==> src/rtl/life_engine.sv <==
// rtl/life_engine.sv - B3/S23 Game of Life grid engine with step/run modes, generation counter and auto-halt.
// Optional macro LIFE_TORUS_EN: wrap neighbours around the grid edges; undefined treats off-grid cells as dead.
module life_engine #(
  parameter int ROWS  = 8,
  parameter int COLS  = 8,
  parameter int GEN_W = 16
) (
  input  logic                 clk,
  input  logic                 reset,
  input  logic                 load,
  input  logic [ROWS*COLS-1:0] seed_in,
  input  logic                 step,
  input  logic                 run,
  output logic [ROWS*COLS-1:0] grid_out,
  output logic [GEN_W-1:0]     gen_count,
  output logic                 running,
  output logic                 stable,
  output logic                 extinct
);

  localparam int N = ROWS * COLS;

  typedef enum logic [1:0] {
    S_IDLE,
    S_RUN,
    S_HALT
  } state_t;

  state_t           state_q, state_d;
  logic [N-1:0]     grid_q, grid_d;
  logic [N-1:0]     next_grid;
  logic [GEN_W-1:0] gen_q, gen_d;
  logic             stable_q, stable_d;
  logic             advance;
  logic             no_change;

  // Per-cell neighbour gather, 4-bit adder tree and B3/S23 rule, all resolved at elaboration.
  for (genvar r = 0; r < ROWS; r++) begin : g_row
    for (genvar c = 0; c < COLS; c++) begin : g_col
      logic [7:0] nb;
      logic [1:0] s0, s1, s2, s3;
      logic [2:0] t0, t1;
      logic [3:0] n;

      for (genvar k = 0; k < 9; k++) begin : g_nb
        if (k != 4) begin : g_use
          localparam int B      = (k < 4) ? k : k - 1;
          localparam int RR_RAW = r + (k / 3) - 1;
          localparam int CC_RAW = c + (k % 3) - 1;
`ifdef LIFE_TORUS_EN
          localparam int RR = (RR_RAW + ROWS) % ROWS;
          localparam int CC = (CC_RAW + COLS) % COLS;
          assign nb[B] = grid_q[RR*COLS + CC];
`else
          if (RR_RAW >= 0 && RR_RAW < ROWS && CC_RAW >= 0 && CC_RAW < COLS) begin : g_in
            assign nb[B] = grid_q[RR_RAW*COLS + CC_RAW];
          end else begin : g_out
            assign nb[B] = 1'b0;
          end
`endif
        end
      end

      assign s0 = {1'b0, nb[0]} + {1'b0, nb[1]};
      assign s1 = {1'b0, nb[2]} + {1'b0, nb[3]};
      assign s2 = {1'b0, nb[4]} + {1'b0, nb[5]};
      assign s3 = {1'b0, nb[6]} + {1'b0, nb[7]};
      assign t0 = {1'b0, s0} + {1'b0, s1};
      assign t1 = {1'b0, s2} + {1'b0, s3};
      assign n  = {1'b0, t0} + {1'b0, t1};

      assign next_grid[r*COLS + c] = (n == 4'd3) | (grid_q[r*COLS + c] & (n == 4'd2));
    end
  end

  assign no_change = (next_grid == grid_q);

  always_comb begin
    state_d  = state_q;
    grid_d   = grid_q;
    gen_d    = gen_q;
    stable_d = stable_q;
    advance  = 1'b0;

    if (load) begin
      state_d  = S_IDLE;
      grid_d   = seed_in;
      gen_d    = '0;
      stable_d = 1'b0;
    end else begin
      case (state_q)
        S_IDLE: begin
          if (run) begin
            advance = 1'b1;
            state_d = S_RUN;
          end else if (step) begin
            advance = 1'b1;
          end
        end
        S_RUN: begin
          if (run) advance = 1'b1;
          else     state_d = S_IDLE;
        end
        S_HALT:  ;
        default: state_d = S_IDLE;
      endcase

      // An advance that changes nothing (including an empty grid) freezes the engine.
      if (advance) begin
        grid_d   = next_grid;
        stable_d = no_change;
        if (gen_q != '1) gen_d = gen_q + GEN_W'(1);
        if (no_change) state_d = S_HALT;
      end
    end
  end

  always_ff @(posedge clk or posedge reset) begin
    if (reset) begin
      state_q  <= S_IDLE;
      grid_q   <= '0;
      gen_q    <= '0;
      stable_q <= 1'b0;
    end else begin
      state_q  <= state_d;
      grid_q   <= grid_d;
      gen_q    <= gen_d;
      stable_q <= stable_d;
    end
  end

  assign grid_out  = grid_q;
  assign gen_count = gen_q;
  assign running   = (state_q == S_RUN);
  assign stable    = stable_q;
  assign extinct   = ~|grid_q;

endmodule

==> config.mk <==
export PLATFORM = sky130hd
export DESIGN_NAME = life_engine
export DESIGN_NICKNAME = d
export VERILOG_FILES = /design/src/rtl/life_engine.sv
export SDC_FILE = /design/constraint.sdc
export NUM_CORES = 1
export LEC_CHECK = 0
export ABC_AREA = 1
export BUFFER_PORTS_ARGS = -buffer_cell sky130_fd_sc_hd__buf_2
export CAP_MARGIN = 20
export CORE_ASPECT_RATIO = 0.75
export CORE_MARGIN = 8
export CORE_UTILIZATION = 30
export DETAILED_ROUTE_END_ITERATION = 8
export GPL_ROUTABILITY_DRIVEN = 1
export PLACE_DENSITY_LB_ADDON = 0.3
export SLEW_MARGIN = 20
export SYNTH_ARGS = -nofsm -noshare
export SYNTH_HDL_FRONTEND = slang
export SYNTH_SLANG_ARGS = --single-unit
==> constraint.sdc <==
create_clock -name clk -period 6.76 [get_ports clk]
set_clock_uncertainty 0.2 [all_clocks]
set_input_delay 0.338 -clock clk [delete_from_list [all_inputs] [get_ports clk]]
set_output_delay 0.338 -clock clk [all_outputs]
set_load 0.01 [all_outputs]
==> impl_metrics.py <==
metrics = {
    "global_route": {
        "grt_pass1_vias": 12400,
        "grtUsageTotal_pct": 18.7,
        "grt_max_degree": 60,
        "grt_overflow": 0,
        "grt_pass1_wl_mm": 76.3,
        "antenna_found_initial": 1,
    },
    "setup_path": {
        "cpPeakStageDelay_ps": 630,
        "path_delay_family": "adder cells",
        "start_kind": "flip-flop",
        "path_cells": "inv_1 -> ha_1 -> xor2_1 -> ha_1 -> a21o_1 -> fa_1 -> ha_1 -> fa_1 -> nor3b_1 -> nand2_1 -> nand2_1 -> nand3_1 -> nor2_1 -> nand2_1 -> nor2_1 -> nand4_1 -> nand2_1",
        "reg2reg_from": "grid_out[12]$_DFFE_PP0P_",
        "cp.arrival_ps": 4750,
        "r2r_setup_slack_ps": 2130,
        "worstPathMaxFanout": 8,
        "crit_required_ps": 6880,
        "worst-setup-path-type": "reg2reg",
        "rr_worst_depth": 17,
        "timing.rr.end": "stable$_DFFE_PP0P_",
        "cp_num_buf_inv": 1,
        "end_kind": "flip-flop",
        "cpMostUsedCell": "nand2_1",
        "critPathSlowestCell": "dfrtp_1",
    },
    "routing": {
        "drt_iter0_drc": 888,
        "antenna_left": 0,
        "routed_wl_mm": 49.6,
        "viasPerCell": 4.87,
        "vias": 12000,
        "drc": 0,
        "firstDrtPassIters": 6,
        "wl_per_cell_microns": 20.1,
    },
    "synthesis": {
        "avgSynthCellArea_sq_um": 8.31,
        "synth_ff_type": "dfrtp_1",
        "async_reset_ff_share_pct": 100,
        "ys_types": 41,
        "synth_cells": 1676,
        "synth_nets": 2133,
        "synth_edf_count": 0,
        "synth_area_sq_um": 13900,
        "synth.ff_latch_count": 83,
        "yosysSeqAreaShare_pct": 14.9,
        "ys_warn_count": 0,
    },
    "sta": {
        "finalCritPeriodShare_pct": 68.5,
        "max_slew_margin_pct": 26.5,
        "worst_pin_slew_ps": 1100,
        "final-setup-viol-count": 0,
        "hold_viol": 0,
        "final.min_clock_period_ps": 4630,
        "tns_ps": 0,
        "drv_slew": 0,
        "fmax_mhz": 216,
        "rsz0062_at_grt": "no",
        "setup_ws_ps": 2130,
    },
    "floorplanning": {
        "initial_utilization_pct": 30.3,
        "die_y_microns": 203,
        "rows": 68,
        "core-area_sq_um": 45900,
        "ios": 152,
        "die_x_microns": 265,
        "dieArea_sq_um": 53600,
    },
    "clock_tree": {
        "clk_path_buf_depth": 2,
        "cts_root_buffer": "clkbuf_16",
        "cts-resized-gates": 0,
        "clkTransAtPathRegs_ps": 80,
        "cts_buffers": 9,
        "htree_levels": 3,
        "cts_tree": "yes",
        "clock-sinks": 83,
        "clkLatencyLatePin_ps": 390,
    },
    "worst_hold_path": {
        "holdPathEnd": "grid_out[28]$_DFFE_PP0P_",
        "min_path_cells": 3,
        "min_path_type": "in2reg",
        "min_from": "seed_in[28]",
    },
    "cells_and_area": {
        "layout_commonest_cell": "inv_1",
        "drive_above_1_share_pct": 12.2,
        "num-nets-final": 2319,
        "final_cell_mix": "inv_1 (397), nand2_1 (326), ha_1 (205)",
        "area_delta_synth_final_pct": 15.3,
    },
    "place": {
        "dp_hpwl_mm": 41.5,
        "pre_cts_slack_ps": 2290,
        "routabilityCongestion": 0.916,
        "io_buffer_count": 151,
    },
    "run_status": {
        "status": "complete, no violations",
    },
    "job": {
        "maxCapViolCount": 0,
    },
}
[synthesized netlist by cell type (3+ instances only)]
library cell / number / area share, %
nand3_1: 58 / 2.1
buf_6: 3 / 0.24
ha_1: 205 / 18
nand2_2: 6 / 0.27
nor3_2: 12 / 0.86
xor2_1: 17 / 1.1
o221ai_1: 28 / 1.8
dfrtp_1: 83 / 15
a21o_1: 6 / 0.32
o211ai_1: 9 / 0.49
nand3b_1: 6 / 0.32
or2_2: 8 / 0.36
buf_2: 10 / 0.36
clkbuf_1: 8 / 0.22
nor3b_1: 3 / 0.16
a21oi_1: 34 / 1.2
nand2_1: 326 / 8.8
nor2_1: 140 / 3.8
o311ai_2: 10 / 1.2
fa_1: 183 / 26
inv_1: 398 / 11
o21ai_1: 3 / 0.11
o21ai_0: 26 / 0.93
nand4_1: 59 / 2.7
nor3_1: 6 / 0.22
o221ai_2: 10 / 1.1
[what timing repair did]
item                                    4_1_cts  5_1_grt
hold endpoints to repair                     74        0
buffers inserted                              0        0
endpoints found under the setup margin        0        0
hold buffers                                 41        0
[layer usage]
metal  routed length, microns  part of all wire [%]  vias up  global-route usage (%)
li1                         -                     -     5671                       -
met1                    23400                    47     5920                    26.4
met2                    21000                    42      360                    27.6
met3                     4450                   9.0       38                    6.13
met4                      760                   1.5        0                    3.84
met5                        0                     0        -                       0
[worst register-to-register path: cells and delay by family (launching register included)]
family,cells,cell delay [ps]
AOI/OAI and AO/OA,1,160
xor gates and xnor gates,1,190
adders and majority gates,5,1690
buffers and inverters,1,170
DFF,1,630
and+or+nand+nor,9,1520
[area by class of cell]
cell class / count / area [sq um]
Fill cell: 4873 / 29900
Inverter: 401 / 1510
Antenna cell: 1 / 2.50
Sequential cell: 83 / 2080
Timing Repair Buffer: 196 / 1200
Multi-Input combinational cell: 1171 / 10200
Clock inverter: 7 / 77.6
Clock buffer: 9 / 225
Tap cell: 595 / 744
[registers in the layout, summed over array words and instances (netlist names)]
signal,flops
gen_count,16
grid_out,64
stable,1
state_q,2
[metrics by stage]
step / area, sq um / hold slack [ps] / util [%] / std cells
2_1_floorplan: 13900 / 258 / - / 1676
3_3_place_gp: 15300 / 284 / 33.4 / 2405
3_5_place_dp: 15300 / 302 / 33.4 / 2405
4_1_cts: 16100 / 0.0191 / 34.9 / 2462
5_1_grt: 16100 / 1.13 / 34.9 / 2462
6_report: 16100 / 5.54 / 35.0 / 2463
[logic make-up (layout without fill, tap and decap cells)]
| logic type | after synthesis | count (layout) | share of synthesized area [%] |
|---|---|---|---|
| compound gates | 133 | 133 | 7.53 |
| simple gates | 632 | 632 | 20.1 |
| other cells | 0 | 1 | 0 |
| buf+inv | 422 | 613 | 11.6 |
| fa+ha+maj | 388 | 388 | 44.7 |
| flops | 83 | 83 | 14.9 |
| xor+xnor | 18 | 18 | 1.13 |
[worst max-delay path by stage]
stage / startpoint / end / slack, ps / depth (start not counted)
final: grid_out[12]$_DFFE_PP0P_ / stable$_DFFE_PP0P_ / 2130 / 17
after CTS: grid_out[12]$_DFFE_PP0P_ / state_q[1]$_DFF_PP0_ / 2240 / 17
after global placement: grid_out[12]$_DFFE_PP0P_ / state_q[1]$_DFF_PP0_ / 2260 / 17
after detailed placement: grid_out[12]$_DFFE_PP0P_ / state_q[1]$_DFF_PP0_ / 2290 / 17
after global routing: grid_out[12]$_DFFE_PP0P_ / state_q[1]$_DFF_PP0_ / 1910 / 17
after floorplan: grid_out[12]$_DFFE_PP0P_ / state_q[0]$_DFF_PP0_ / 3080 / 18
Power is not shown: default switching activity piles up to over one toggle a cycle in this logic, so the estimate is an artifact.
